===== src/rtl/chunk_adder_pkg.sv =====
// Shared types and default sizing for the chunk-serial adder.
//   state_t        : control FSM state encoding
//   DEFAULT_WIDTH  : default operand/result width
//   DEFAULT_CHUNK  : default bits processed per cycle
package chunk_adder_pkg;

    localparam int unsigned DEFAULT_WIDTH = 16;
    localparam int unsigned DEFAULT_CHUNK = 4;

    typedef enum logic [1:0] {
        IDLE = 2'd0,
        BUSY = 2'd1,
        DONE = 2'd2
    } state_t;

endpackage


===== src/rtl/chunk_add_slice.sv =====
// Combinational CHUNK-bit adder slice, reused every cycle by the top.
// Ports:
//   a, b      : CHUNK-bit operand chunks
//   cin       : carry into the chunk LSB
//   s         : CHUNK-bit chunk sum
//   cout      : carry out of the chunk MSB
//   c_msb_in  : carry into the chunk MSB (for signed overflow)
module chunk_add_slice #(
    parameter int unsigned CHUNK = 4
) (
    input  logic [CHUNK-1:0] a,
    input  logic [CHUNK-1:0] b,
    input  logic             cin,
    output logic [CHUNK-1:0] s,
    output logic             cout,
    output logic             c_msb_in
);

    logic [CHUNK:0] w_full;

    assign w_full = {1'b0, a} + {1'b0, b} + {{CHUNK{1'b0}}, cin};
    assign s      = w_full[CHUNK-1:0];
    assign cout   = w_full[CHUNK];

    // Sum bit = a ^ b ^ carry-in, so the carry into the MSB is recoverable from it.
    assign c_msb_in = a[CHUNK-1] ^ b[CHUNK-1] ^ s[CHUNK-1];

endmodule


===== src/rtl/chunk_adder.sv =====
// Chunk-serial add/subtract: captures A, B and mode, adds CHUNK bits per
// cycle through one shared slice, then presents the result until taken.
// Ports:
//   clk, rst             : clock, synchronous active-high reset
//   in_valid / in_ready  : operand handshake (ready only in IDLE)
//   a, b, sub            : operands, 0 = A+B, 1 = A-B
//   out_valid / out_ready: result handshake (valid only in DONE)
//   sum, carry, overflow : registered result, carry out of MSB, signed overflow
module chunk_adder
    import chunk_adder_pkg::*;
#(
    parameter int unsigned WIDTH = DEFAULT_WIDTH,
    parameter int unsigned CHUNK = DEFAULT_CHUNK
) (
    input  logic             clk,
    input  logic             rst,
    input  logic             in_valid,
    output logic             in_ready,
    input  logic [WIDTH-1:0] a,
    input  logic [WIDTH-1:0] b,
    input  logic             sub,
    output logic             out_valid,
    input  logic             out_ready,
    output logic [WIDTH-1:0] sum,
    output logic             carry,
    output logic             overflow
);

    localparam int unsigned CHUNK_SAFE = (CHUNK == 0) ? 1 : CHUNK;
    localparam int unsigned N          = WIDTH / CHUNK_SAFE;
    localparam int unsigned KW         = (N > 1) ? $clog2(N) : 1;
    localparam logic [KW-1:0] K_LAST   = KW'(N - 1);

    // Elaboration guard on illegal sizing.
    generate
        if ((CHUNK == 0) || ((WIDTH % CHUNK_SAFE) != 0) || (WIDTH < 2)) begin : g_bad_params
            $error("chunk_adder: WIDTH must be >= 2 and a multiple of CHUNK >= 1");
        end
    endgenerate

    state_t           r_state;
    state_t           w_next;
    logic [WIDTH-1:0] r_a;
    logic [WIDTH-1:0] r_b;
    logic             r_c;
    logic [KW-1:0]    r_k;
    logic [WIDTH-1:0] r_sum;
    logic             r_carry;
    logic             r_ovf;

    logic             w_accept;
    logic             w_last;
    logic [CHUNK-1:0] w_a_chunk;
    logic [CHUNK-1:0] w_b_chunk;
    logic [CHUNK-1:0] w_s;
    logic             w_cout;
    logic             w_c_msb_in;

    assign w_accept = (r_state == IDLE) && in_valid;
    assign w_last   = (r_k == K_LAST);

    // State register.
    always_ff @(posedge clk) begin
        if (rst) begin
            r_state <= IDLE;
        end else begin
            r_state <= w_next;
        end
    end

    // Next-state logic.
    always_comb begin
        w_next = r_state;
        unique case (r_state)
            IDLE:    if (in_valid)  w_next = BUSY;
            BUSY:    if (w_last)    w_next = DONE;
            DONE:    if (out_ready) w_next = IDLE;
            default:                w_next = IDLE;
        endcase
    end

    // Select chunk k of the captured operands.
    always_comb begin
        w_a_chunk = '0;
        w_b_chunk = '0;
        for (int unsigned i = 0; i < N; i++) begin
            if (r_k == KW'(i)) begin
                w_a_chunk = r_a[i*CHUNK +: CHUNK];
                w_b_chunk = r_b[i*CHUNK +: CHUNK];
            end
        end
    end

    chunk_add_slice #(
        .CHUNK (CHUNK)
    ) u_slice (
        .a        (w_a_chunk),
        .b        (w_b_chunk),
        .cin      (r_c),
        .s        (w_s),
        .cout     (w_cout),
        .c_msb_in (w_c_msb_in)
    );

    // Operand capture and chunk-by-chunk accumulation.
    always_ff @(posedge clk) begin
        if (rst) begin
            r_a     <= '0;
            r_b     <= '0;
            r_c     <= 1'b0;
            r_k     <= '0;
            r_sum   <= '0;
            r_carry <= 1'b0;
            r_ovf   <= 1'b0;
        end else if (w_accept) begin
            // Subtraction as A + ~B + 1.
            r_a <= a;
            r_b <= sub ? ~b : b;
            r_c <= sub;
            r_k <= '0;
        end else if (r_state == BUSY) begin
            for (int unsigned i = 0; i < N; i++) begin
                if (r_k == KW'(i)) begin
                    r_sum[i*CHUNK +: CHUNK] <= w_s;
                end
            end
            r_c <= w_cout;
            r_k <= r_k + KW'(1);
            if (w_last) begin
                r_carry <= w_cout;
                r_ovf   <= w_c_msb_in ^ w_cout;
            end
        end
    end

    assign in_ready  = (r_state == IDLE);
    assign out_valid = (r_state == DONE);
    assign sum       = r_sum;
    assign carry     = r_carry;
    assign overflow  = r_ovf;

endmodule


===== config.mk =====
export PLATFORM = sky130hd
export DESIGN_NAME = chunk_adder
export DESIGN_NICKNAME = d
export VERILOG_FILES = /design/src/rtl/chunk_adder_pkg.sv /design/src/rtl/chunk_add_slice.sv /design/src/rtl/chunk_adder.sv
export SDC_FILE = /design/constraint.sdc
export NUM_CORES = 1
export LEC_CHECK = 0
export ABC_AREA = 0
export BUFFER_PORTS_ARGS = -buffer_cell sky130_fd_sc_hd__buf_2
export CAP_MARGIN = 5
export CORE_MARGIN = 2
export CORE_UTILIZATION = 45
export CTS_CLUSTER_DIAMETER = 100
export DETAILED_ROUTE_END_ITERATION = 16
export PLACE_DENSITY = 0.69
export SETUP_SLACK_MARGIN = 0.1
export SYNTH_ARGS = -nofsm -noshare
export SYNTH_HDL_FRONTEND = slang
export SYNTH_SLANG_ARGS = --single-unit

===== constraint.sdc =====
create_clock -name clk -period 3.3 [get_ports clk]
set_input_delay 0.99 -clock clk [delete_from_list [all_inputs] [get_ports clk]]
set_output_delay 0.99 -clock clk [all_outputs]
set_load 0.005 [all_outputs]

==> results of run 1 <==
## cells by family (layout without fill, tap and decap cells)
logic type | Yosys count | count (layout) | share of synthesized area (%)
and+or+nand+nor | 118 | 118 | 20.3
DFF | 55 | 55 | 40.8
muxes | 1 | 1 | 0.371
xor gates and xnor gates | 19 | 19 | 6.16
adders and majority gates | 9 | 9 | 4.73
AOI/OAI and AO/OA | 80 | 80 | 21.7
buffers and inverters | 31 | 72 | 5.98
## cell type report
cell class | count | area, um2 | area share (%)
sequential | 55 | 1100 | 35.4
timing repair buffer | 59 | 328 | 10.5
inverter | 5 | 18.8 | 0.603
multi-input combinational | 227 | 1450 | 46.7
clock buffer | 6 | 82.6 | 2.65
clock inverter | 2 | 35.0 | 1.12
tap | 75 | 93.8 | 3.01
## stage by stage
stage / setup slack, ns / utilization, %
2_1_floorplan: 0.600 / -
3_3_place_gp: 0.371 / 50.9
3_5_place_dp: 0.195 / 50.9
4_1_cts: 0.186 / 53.0
5_1_grt: 0.194 / 53.2
6_report: 0.438 / 53.2
## flip-flops by register name, summed over array words and instances, names as in the netlist
signal	count
r_k	2
r_state	2
r_a	16
overflow	1
carry	1
sum	16
r_c	1
r_b	16
## cell usage after synthesis (3+ instances only)
library cell  count
a211oi_2         18
a21oi_1          41
buf_2             9
clkbuf_1          6
buf_4             5
xnor2_1          18
nand2b_1          3
nand3b_1         12
and2_1            5
dfxtp_1          55
inv_1             5
nand2_1          58
ha_1              7
nor2b_1           5
buf_1             4
a211oi_1          8
nor2_1           29
o21ai_0           6
## routing by layer
metal	part of all wire (%)	global-route usage (%)	vias up
li1	-	-	1132
met1	47	22.4	1004
met2	47	29.7	41
met3	4.4	3.41	7
met4	1.6	6.61	0
met5	0	0	-
## worst reg2reg max path, stage by stage, from the launching register on
cell,delay [ns]
dfxtp_2,0.40
inv_1,0.08
ha_1,0.33
a221oi_1,0.33
nor3_1,0.07
a21oi_1,0.17
fa_1,0.21
inv_1,0.06
fa_1,0.39
a21o_1,0.20
a21oi_2,0.21
a2111oi_2,0.10
a31o_1,0.21
## how the worst max path moves through the flow
stage,startpoint,to,cells past startpoint
after floorplan,r_k[1],r_c,13
after global placement,r_k[1],r_c,13
after detailed placement,r_k[1],r_c,13
after CTS,r_k[1],r_c,13
after global routing,r_k[0],overflow,12
final,r_k[0],r_c,12
## power breakdown
part           internal (mW)  switching, mW  total (mW)  leakage [nW]
Sequential             0.704         0.0235       0.727         0.451
Combinational          0.115          0.151       0.266         0.704
Clock                  0.246          0.216       0.462        0.0612
Total                   1.06          0.391        1.45          1.22
==> summary.md, run 1 <==
| Metric | Value |
|---|---|
| Status | complete, no violations |
| Setup CP Type | flop to flop |
| Critical-path maximum fanout | 10 |
| Synth top area share | 40.8% |
| Worst r2r src | r_k[0] |
| Max rail drop VDD | 0.252 mV |
| Clk root buf | clkbuf_8 |
| Period Utilization, post-route | about 87% |
| Max Root-Sink Buffers | 2 |
| Clock latency on the worst-skew pair | 0.31 ns |
| Post-DP HPWL | 4050 um |
| Post-placement cell area | slightly below 3000 um2 |
| Post-synthesis async set-or-reset flop share | 0% |
| Yosys top cell by area | dfxtp_1 |
| Hold Crit Start | sum[13] |
| H-Tree Depth | 2 |
| Die Y-Extent | between 80 and 90 um |
| Count of non-filler cells in the finished layout | 429 |
| Hold Fails Final Rpt | 0 |
| Worst Hold Class | flop to flop |
| EDFF count, synth | 0 |
| Area Overhead vs Synth | 15.3% |
| Slew HR | 52.3% |
| Drt total wl | 5600 um |
| Layout cells sized above 1 | between 20% and 30% |
| Port Buffers | 56 |
| Num CTS Buffers | 5 |
| GPL Wtd Cong | a little over 0.8 |
| Pins Over Slew Limit | 0 |
| Post-CTS Repair Setup Buffers | 0 |
| Final setup TNS | 0 ns |
| Slowest library cell on the worst path | dfxtp_2 |
| Top Ports | 57 |
| Cts repair resizes | 0 |
| Vias per cell | 5.09 |
| First-pass GRT wire length | 9070 um |
| Design Power | 1.45 mW |
| Remaining global-route overflow | 0 |
| Worst EP required | 3.51 ns |
| Final setup violating endpoints | 0 |
| DRT antenna net count | 0 |
| Die ar. | 6640 um2 |
| Fin nets | 399 |
| Synth Net Count | between 300 and 400 |
| Core footprint | 5850 um2 |
| Crit path max-delay family | compound AO/OA/AOI/OAI gates |
| Row count | 28 |
| Yosys reg bits | 55 |
| Hold slack | 0.456 ns |
| Reg2reg end | r_c |
| FILL cells | 550 |
| Hold Path Sink | sum[13] |
| R2R Setup Slk | 0.44 ns |
| Diodes inserted | 0 |
| DIE WIDTH | 81.5 um |
| Router iterations before antenna repair | 4 |
| RSZ-0062 raised after global routing | false |
| Initial antenna violation count | 0 |
| Max Fclk | 0.349 GHz |
| Pin count of the biggest net entering global routing | 33 |
| Avg Inst Size Synth | around 8.6 um2 |
| Commonest cells after routing, fill and taps aside | nand2_1 (58), buf_2 (56), dfxtp_1 (54), a21oi_1 (41), nor2_1 (29) |
| Worst slew pin tran | 0.715 ns |
| Finished Cell Area | 3110 um2 |
| Leak | 1.22 nW |
| Clock Sinks | 55 |
| Commonest non-fill, non-tap cell in the layout | nand2_1 |
| Vias in the first global route | 1983 |
| Residual DRC count | 0 |
| Synth Instances | around 310 |
| Top_reg_cell synth | dfxtp_1 |
| DR vias | 2184 |
| Dpl cells | ~420 |
| CP Cell Sequence | inv_1, ha_1, a221oi_1, nor3_1, a21oi_1, fa_1, inv_1, fa_1, a21o_1, a21oi_2, a2111oi_2, a31o_1 |
| GRT Total Usage | 17.7% |
| 1st-iter DRT viols | 86 |
| Sequential-to-total area share from yosys stat | 40.8% |
| Reg2Reg Depth | 12 |
| Wirelength per Cell | ~13 um |
| Max-cap violations | 0 |
| Final Skew | 0.00439 ns |
| CTS tree | done |
| Tmin final | 2.86 ns |
| Slowest cell delay on critical path | 0.40 ns |
| PwrDens | roughly 470 nW/um2 |
| Mapped cell area | 2700 um2 |
| Library cells used by synthesis | 32 |
| Area contributors post-synth | dfxtp_1 (41%), a211oi_2 (8.3%), nand2_1 (8.1%) |
| Post-CTS Hold Fix Bufs | 0 |
| Critical Path Source Type | flop |
| Clock transition at path regs | 0.09 ns |
| YS warnings | 0 |
| Hold depth | 2 |
| WP buf/inv | 2 |
| Critical path endpoint category | flop |
| Effective utilization at floorplan | about 46% |
| Arrival time of the worst setup path | 3.07 ns |
No activity file was read; power rests on OpenSTA's default activity.
==> run 2: changes to the inputs <==
--- a/config.mk
+++ b/config.mk
@@ -13,6 +13,7 @@
 export CTS_CLUSTER_DIAMETER = 100
 export DETAILED_ROUTE_END_ITERATION = 16
 export PLACE_DENSITY = 0.69
+export REMOVE_ABC_BUFFERS = 1
 export SETUP_SLACK_MARGIN = 0.1
 export SYNTH_ARGS = -nofsm -noshare
 export SYNTH_HDL_FRONTEND = slang
==> constraint.sdc (replaced) <==
create_clock -name clk -period 3.3 [get_ports clk]
set_input_delay 0.66 -clock clk [delete_from_list [all_inputs] [get_ports clk]]
set_output_delay 0.66 -clock clk [all_outputs]
set_load 0.005 [all_outputs]
==> summary.md, run 2 (synthesis gave the netlist of run 1 again) <==
| Metric | Value |
|---|---|
| FILL cells | 543 (-1.3%) |
| First-pass GRT wire length | 9220 um (+1.6%) |
| Tmin final | 2.86 ns (-0.00472 ns) |
| DR vias | 2168 (-0.73%) |
| Arrival time of the worst setup path | 3.06 ns (about the same) |
| Pin count of the biggest net entering global routing | 52 (+58%) |
| Hold Crit Start | sum[1] |
| Commonest cells after routing, fill and taps aside | nand2_1 (58), buf_2 (56), dfxtp_1 (55), a21oi_1 (41), nor2_1 (29) |
| Leak | 1.20 nW (-1.2%) |
| Slew HR | 31.5% (-21 points) |
| Remaining global-route overflow | 0 (unchanged) |
| Vias per cell | 5.05 (-0.73%) |
| Area Overhead vs Synth | 14.2% |
| Worst Hold Class | flop to flop |
| Max Fclk | 0.350 GHz (+0.16%) |
| Die ar. | 6640 um2 (unchanged) |
| Die Y-Extent | 81.5 um (unchanged) |
| Effective utilization at floorplan | 46.2% (unchanged) |
| Hold Fails Final Rpt | 0 (unchanged) |
| Util after Layout | 52.7% (-0.53 points) |
| Critical Path Source Type | flop |
| RSZ-0062 raised after global routing | false |
| Cts repair resizes | 0 (unchanged) |
| Final setup violating endpoints | 0 (unchanged) |
| DRT antenna net count | 0 (unchanged) |
| Top Ports | 57 (unchanged) |
| Row count | 28 (unchanged) |
| Max Root-Sink Buffers | 2 (unchanged) |
| Post-Place Worst Slack | 0.230 ns (+0.0347 ns) |
| 1st-iter DRT viols | 89 (+3.5%) |
| Num CTS Buffers | 5 (unchanged) |
| Critical-path maximum fanout | 10 (unchanged) |
| Clk root buf | clkbuf_8 |
| Drt total wl | 5370 um (-4.1%) |
| Core footprint | 5850 um2 (unchanged) |
| H-Tree Depth | 2 (unchanged) |
| Max-cap violations | 0 (unchanged) |
| Post-placement cell area | 2960 um2 (-0.59%) |
| Router iterations before antenna repair | 4 (unchanged) |
| Finished Cell Area | 3080 um2 (-1.0%) |
| Post-DP HPWL | 3870 um (-4.6%) |
| Worst slew pin tran | 1.03 ns (+0.313 ns) |
| Clock latency on the worst-skew pair | 0.30 ns (about the same) |
| PwrDens | 459 nW/um2 (-1.7%) |
| Fin nets | 400 (+0.25%) |
| Period Utilization, post-route | 86.6% (-0.14 points) |
| CTS tree | done |
| Worst r2r src | r_k[0] |
| Clock transition at path regs | 0.09 ns (about the same) |
| Final setup TNS | 0 ns (unchanged) |
| Port Buffers | 56 (unchanged) |
| GPL Wtd Cong | 0.841 (+3.0%) |
| Clock Sinks | 55 (unchanged) |
| Design Power | 1.42 mW (-2.7%) |
| GRT Total Usage | 17.8% (+0.14 points) |
| Post-CTS Repair Setup Buffers | 0 (unchanged) |
| Final Worst Setup Slack | 0.442 ns (+0.00472 ns) |
| Critical Path Start | r_k[0] |
| Vias in the first global route | 2015 (+1.6%) |
| Critical path endpoint category | flop |
| DIE WIDTH | 81.5 um (unchanged) |
| Initial antenna violation count | 0 (unchanged) |
| Wirelength per Cell | 12.5 um (-4.1%) |
| Worst EP required | 3.51 ns (about the same) |
| Post-CTS Hold Fix Bufs | 0 (unchanged) |
| Max rail drop VDD | 0.273 mV (+8.0%) |
| Residual DRC count | 0 (unchanged) |
| Pins Over Slew Limit | 0 (unchanged) |
| Status | complete, no violations |
| Commonest non-fill, non-tap cell in the layout | nand2_1 |
| Final Skew | 0.00780 ns (+0.00341 ns) |
| Diodes inserted | 0 (unchanged) |
| Layout cells sized above 1 | 26.6% (-0.28 points) |
| Setup CP Type | flop to flop |
## run 2: changes by cell type in the layout (fill, tap and decap cells not counted), sizes merged
| cell | before | now |
|---|---|---|
| clkinv | 1 | 0 |
| buf | 59 | 60 |
## run 2: worst paths after layout
check                           endpoint  slack [ns]  depth (start not counted)
worst max register to register       r_c        0.44                         12
worst min register to register    sum[1]        0.45                          2
worst min-delay path              sum[1]        0.45                          2
worst max-delay path                 r_c        0.44                         12
## run 2: metal layers
| layer | up-vias | part of all wire (%) | GRT usage, % |
|---|---|---|---|
| li1 | 1136 | - | - |
| met1 | 978 | 50 | 25.1 |
| met2 | 52 | 45 | 26.7 |
| met3 | 2 | 4.7 | 5.38 |
| met4 | 0 | 0.43 | 4.07 |
| met5 | - | 0 | 0 |
## run 2: where the power goes
part           leakage [nW]  internal, mW  switching [mW]
registers             0.451         0.704          0.0240
logic                 0.700         0.112           0.149
clock network        0.0513         0.223           0.205
## run 2: final cells by class
cell class / instances / area, um2 / share of cell area, %
Multi-Input combinational cell: 227 / 1460 / 47.2
Tap cell: 75 / 93.8 / 3.04
Clock inverter: 1 / 30.0 / 0.974
Sequential cell: 55 / 1100 / 35.7
Clock buffer: 6 / 72.6 / 2.35
Inverter: 5 / 18.8 / 0.609
Timing Repair Buffer: 60 / 310 / 10.1
## run 2: per-stage QoR
step           hold WS [ns]  instances
2_1_floorplan         0.426        287
6_report              0.455        429
4_1_cts               0.460        429
5_1_grt               0.482        429
3_5_place_dp          0.447        422
3_3_place_gp          0.442        422
## run 2: critical path, stage by stage, from the launching register on
cell and delay [ns]:
dfxtp_1 0.46, inv_1 0.11, ha_2 0.27, a221oi_1 0.27, nor3_1 0.07, a21oi_1 0.18, fa_1 0.21, inv_1 0.06
fa_1 0.40, a21o_1 0.21, a21oi_2 0.20, a2111oi_2 0.09, a31o_1 0.22
